[config.mk]
export PLATFORM = sky130hd
export DESIGN_NAME = switch_drain_arbiter
export DESIGN_NICKNAME = d
export VERILOG_FILES = /design/src/rtl/switch_pkg.sv /design/src/rtl/rr_pick4.sv /design/src/rtl/switch_drain_arbiter.sv
export SDC_FILE = /design/constraint.sdc
export NUM_CORES = 1
export LEC_CHECK = 0
export CAP_MARGIN = 0
export CORE_ASPECT_RATIO = 1.25
export CORE_MARGIN = 2
export CORE_UTILIZATION = 42
export DETAILED_ROUTE_END_ITERATION = 6
export PLACE_DENSITY_LB_ADDON = 0.05
export SYNTH_ARGS = -nofsm -noshare
export SYNTH_HDL_FRONTEND = slang
export SYNTH_SLANG_ARGS = --single-unit
[constraint.sdc]
create_clock -name clk -period 2.32 [get_ports clk]
set_input_delay 0.232 -clock clk [delete_from_list [all_inputs] [get_ports clk]]
set_output_delay 0.232 -clock clk [all_outputs]
set_load 0.01 [all_outputs]
[src/rtl/switch_pkg.sv]
// Shared types for the switch egress path: port count, port index type and drain FSM states.
package switch_pkg;

  localparam int unsigned NUM_PORTS = 4;

  typedef logic [1:0] port_idx_t;

  typedef enum logic [1:0] {
    StIdle,
    StIssue,
    StLoad,
    StSend
  } drain_state_e;

endpackage

[src/rtl/rr_pick4.sv]
// Combinational round-robin picker: first requesting port strictly after last_grant,
// wrapping 0->1->2->3->0, with last_grant itself considered last.
module rr_pick4
  import switch_pkg::*;
(
  input  logic [NUM_PORTS-1:0] req,
  input  port_idx_t            last_grant,
  output port_idx_t            winner,
  output logic                 any
);

  port_idx_t cand;

  always_comb begin
    winner = last_grant;
    any    = 1'b0;
    cand   = last_grant;
    for (int unsigned i = 1; i <= NUM_PORTS; i++) begin
      // Offset NUM_PORTS wraps to zero, so last_grant is examined last.
      cand = last_grant + port_idx_t'(i);
      if (!any && req[cand]) begin
        winner = cand;
        any    = 1'b1;
      end
    end
  end

endmodule

[src/rtl/switch_drain_arbiter.sv]
// Egress scheduler: pops the four switch FIFOs in round-robin bursts of up to MAX_BURST
// bytes and serialises them onto one valid/ready byte stream.
module switch_drain_arbiter
  import switch_pkg::*;
#(
  parameter int unsigned MAX_BURST = 4,
  parameter int unsigned DATA_W    = 8
) (
  input  logic              clk,
  input  logic              reset,
  input  logic              ready_0,
  input  logic              ready_1,
  input  logic              ready_2,
  input  logic              ready_3,
  input  logic [DATA_W-1:0] port0,
  input  logic [DATA_W-1:0] port1,
  input  logic [DATA_W-1:0] port2,
  input  logic [DATA_W-1:0] port3,
  output logic              read_0,
  output logic              read_1,
  output logic              read_2,
  output logic              read_3,
  output logic [DATA_W-1:0] out_data,
  output logic              out_valid,
  input  logic              out_ready,
  output port_idx_t         grant_id,
  output logic              busy
);

  localparam logic [3:0] BurstMax = 4'(MAX_BURST);

  drain_state_e         state_q;
  logic [3:0]           burst_cnt_q;
  port_idx_t            last_grant_q;

  logic [NUM_PORTS-1:0] ready_vec;
  logic [DATA_W-1:0]    port_data [NUM_PORTS];
  logic [NUM_PORTS-1:0] read_vec;
  port_idx_t            pick;
  logic                 pick_any;

  assign ready_vec    = {ready_3, ready_2, ready_1, ready_0};
  assign port_data[0] = port0;
  assign port_data[1] = port1;
  assign port_data[2] = port2;
  assign port_data[3] = port3;

  rr_pick4 u_rr_pick4 (
    .req        (ready_vec),
    .last_grant (last_grant_q),
    .winner     (pick),
    .any        (pick_any)
  );

  always_ff @(posedge clk or posedge reset) begin
    if (reset) begin
      state_q      <= StIdle;
      burst_cnt_q  <= '0;
      last_grant_q <= port_idx_t'(NUM_PORTS - 1);
      grant_id     <= '0;
      out_data     <= '0;
      out_valid    <= 1'b0;
    end else begin
      unique case (state_q)
        StIdle: begin
          if (pick_any) begin
            grant_id    <= pick;
            burst_cnt_q <= '0;
            state_q     <= StIssue;
          end
        end
        StIssue: begin
          state_q <= StLoad;
        end
        StLoad: begin
          // The popped byte is presented by the FIFO after the ISSUE edge.
          out_data  <= port_data[grant_id];
          out_valid <= 1'b1;
          if (burst_cnt_q < BurstMax) begin
            burst_cnt_q <= burst_cnt_q + 4'd1;
          end
          state_q <= StSend;
        end
        StSend: begin
          if (out_ready) begin
            out_valid <= 1'b0;
            if (burst_cnt_q < BurstMax && ready_vec[grant_id]) begin
              state_q <= StIssue;
            end else begin
              last_grant_q <= grant_id;
              state_q      <= StIdle;
            end
          end
        end
        default: begin
          state_q <= StIdle;
        end
      endcase
    end
  end

  // Pop strobes depend only on registered state, never on same-cycle inputs.
  always_comb begin
    read_vec = '0;
    if (state_q == StIssue) begin
      read_vec[grant_id] = 1'b1;
    end
  end

  assign read_0 = read_vec[0];
  assign read_1 = read_vec[1];
  assign read_2 = read_vec[2];
  assign read_3 = read_vec[3];
  assign busy   = (state_q != StIdle);

endmodule

==> metrics.md <==
| Metric | Value |
|---|---|
| Syn Std Cell Area | `about 1300 sq um` |
| Core Box Area | `roughly 3000 sq um` |
| WP data arrival | `1880 ps` |
| Synth Warn # | `0` |
| Hold WC Path Type | `input pin to asynchronous set/reset pin` |
| Syn_nets | `around 160` |
| Remaining DRCs | `0` |
| Vias in the first global route | `approximately 1100` |
| Chip Height | `around 67 um` |
| Relative slew slack | `52.7%` |
| Clock Latency Late Sink | `roughly 310 ps` |
| Detailed Routing Iterations Pass 1 | `2` |
| Worst slew pin tran | `~710 ps` |
| Std-Cell Rows | `22` |
| CP delay by family, top | `buffers and inverters` |
| Detailed Place HPWL | `between 2000 and 3000 um` |
| Die Wd | `54.0 um` |
| Ant. Diodes | `0` |
| Layout net count | `approximately 220` |
| Peak VDD IR | `~0.85 mV` |
| Pin count of the biggest net entering global routing | `20` |
| Root Buffer | `clkbuf_4` |
| Max-Cap Viols | `0` |
| Die Area | `3590 sq um` |
| Number of routed nets with antenna violations | `0` |
| Sequential area share after synthesis | `around 36%` |
| Setup Total Neg Slack | `0 ps` |
| Non-filler instance count after layout | `just over 200` |
| Final worst-path cycle share | `90.9%` |
| GR Overflow Total | `0` |
| CP max-delay cell | `clkdlybuf4s50_1` |
| Inserted Clock Buffers | `3` |
| WL/cell | `about 16 um` |
| Top-Level Pins | `55` |
| Hold Worst Slack | `~330 ps` |
| Avg Synthesized Cell Area | `about 11 sq um` |
| Vias/cell | `roughly 5.5` |
| CP Capture Type | `output pin` |
| CTS tree | `yes` |
| LEAKAGE | `0.778 nW` |
| Status | `finished clean` |
| PortBufs | `54` |
| Fmax | `~470 MHz` |
| CTS clk-pin slew, worst paths | `~110 ps` |
| Crit path time final | `around 2100 ps` |
| Max-slew violations | `0` |
| Via Count | `roughly 1100` |
| Yosys cell types | `42` |
| Worst Path Buf+Inv | `2` |
| Power per Cell Area | `between 1000 and 1500 nW/um^2` |
| Placed cell count | `201` |
| Clock sinks | `19` |
| Startpoint types | `flip-flop` |
| Number of DRC markers in iteration 0 | `23` |
| Post-Route WL | `about 3300 um` |
| Final worst slack | `about 210 ps` |
| Critical path cell sequence | `inv_1, ha_1, nor3b_1, clkdlybuf4s50_1` |
| Post CTS Setup Buffer Count | `0` |
| First-pass GRT wire length | `5280 um` |
| Total GRT Usage | `roughly a fifth` |
| RSZ-0062 raised after global routing | `no` |
| Critical path class | `flip-flop to output pin` |
| Initial core utilization | `44.2%` |
| H-tree Lvls | `1` |
| Setup Viol. Count Final | `0` |
| Fin Clk Skew | `roughly 1.2 ps` |
| Post-place setup slack | `around 310 ps` |
| Initial antenna violation count | `0` |
| Area growth from synthesis to layout | `43.9%` |
| Req. time, crit path | `approximately 2100 ps` |
| Clk buf depth | `2` |
| Synth Instances | `116` |
| FF+latch count, synth | `19` |
| CP peak stage delay | `580 ps` |
| Peak fanout along the critical path | `5` |
| Share of post-route cells with drive strength above 1 | `around 17%` |
| Final Hold Vio Count | `0` |
| Gpl congestion | `0.790` |
==> Yosys cell counts (all sizes together) <==
cell type | n | area share, %
nand4b | 1 | 0.67
a21o | 1 | 0.57
buf | 5 | 3.0
mux4 | 8 | 14
a22o | 1 | 0.67
nand4 | 1 | 0.48
and3 | 2 | 0.95
mux2 | 11 | 11
or2 | 1 | 0.48
o211ai | 1 | 0.57
nor2b | 5 | 2.4
dfstp | 2 | 4.0
mux2i | 1 | 0.76
nor4 | 1 | 0.95
o31ai | 1 | 0.57
dfrtp | 17 | 32
or3 | 1 | 0.86
nand3b | 1 | 0.57
a21oi | 3 | 1.1
nand2b | 1 | 0.48
a31oi | 4 | 1.9
clkbuf | 1 | 0.29
nor2 | 7 | 2.0
and2 | 1 | 0.48
and4b | 1 | 1.0
o221ai | 2 | 1.3
nor3b | 1 | 0.57
nand2 | 7 | 2.0
inv | 8 | 2.3
ha | 6 | 5.7
o22a | 1 | 0.67
and3b | 1 | 0.67
a211oi | 1 | 0.95
a22oi | 1 | 0.57
nand3 | 3 | 1.1
o21ai | 6 | 2.3
==> layout by cell type (no fill, tap or decap), types with 3 or more instances in the layout <==
cell	n
nor2_1	7
o21ai_0	4
nand3_1	3
a31oi_1	4
clkdlybuf4s50_1	54
mux2_2	4
nand2_1	7
ha_1	6
mux4_2	8
clkbuf_4	3
mux2_4	5
nor2b_1	5
inv_1	8
a21oi_1	3
dfrtp_1	16
==> registers in the layout (all words and copies together) (netlist names) <==
register      count
out_data          8
last_grant_q      2
burst_cnt_q       4
grant_id          2
state_q           2
out_valid         1
==> per-layer routing <==
| layer | GRT usage [%] | wire length [um] | up-vias |
|---|---|---|---|
| met5 | 0 | 0 | - |
| met4 | 6.56 | 48 | 0 |
| met3 | 2.69 | 235 | 5 |
| met2 | 36.6 | 1680 | 39 |
| met1 | 23.7 | 1370 | 539 |
| li1 | - | - | 539 |
==> final timing paths <==
check                      slack (ps)                      end  cells after the start              startpoint
setup / recovery                  210                   read_0                      4  state_q[1]$_DFFE_PP0P_
hold / removal                    330  out_data[2]$_DFFE_PP0N_                      2                   reset
setup reg to reg                  520  out_data[6]$_DFFE_PP0N_                      4  state_q[0]$_DFFE_PP0P_
hold reg to reg                   510    out_valid$_DFFE_PP0P_                      1   out_valid$_DFFE_PP0P_
max in group asynchronous        1500  grant_id[0]$_DFFE_PP0P_                      2                   reset
min in group clk                  510    out_valid$_DFFE_PP0P_                      1   out_valid$_DFFE_PP0P_
==> repair_timing <==
action,in CTS,in global routing
hold buffers,0,0
setup endpoints to repair,0,2
resized for setup,0,1
==> cell families (layout without fill, tap and decap cells) <==
family	count (synthesis)	count (layout)	synth area share (%)
DFF	19	19	36.4
buffers and inverters	14	67	5.62
adders and majority gates	6	6	5.71
and+or+nand+nor	35	35	15.7
AOI/OAI and AO/OA	22	22	11.2
muxes	20	20	25.3
==> power breakdown <==
group          switching [W]  internal (W)
sequential          0.000209      0.000494
combinational       0.000483      0.000757
clock               0.000113     0.0000674
total               0.000805       0.00132
==> per-stage QoR <==
step           total power, W  area (sq um)  utilization, %
3_5_place_dp          0.00195          1860            62.7
6_report              0.00212          1890            63.6
2_1_floorplan         0.00151          1310               -
5_1_grt               0.00229          1890            63.6
3_3_place_gp          0.00193          1860            62.7
4_1_cts               0.00213          1890            63.6
==> area by class of cell <==
class	count	area, sq um
well taps	36	45.0
multi-input cells	83	762
fillers	249	1080
flip-flops and latches	19	479
inverters	8	30.0
clock buffers	4	26.3
repair buffers	55	548
(Power assumes the default switching activity.)
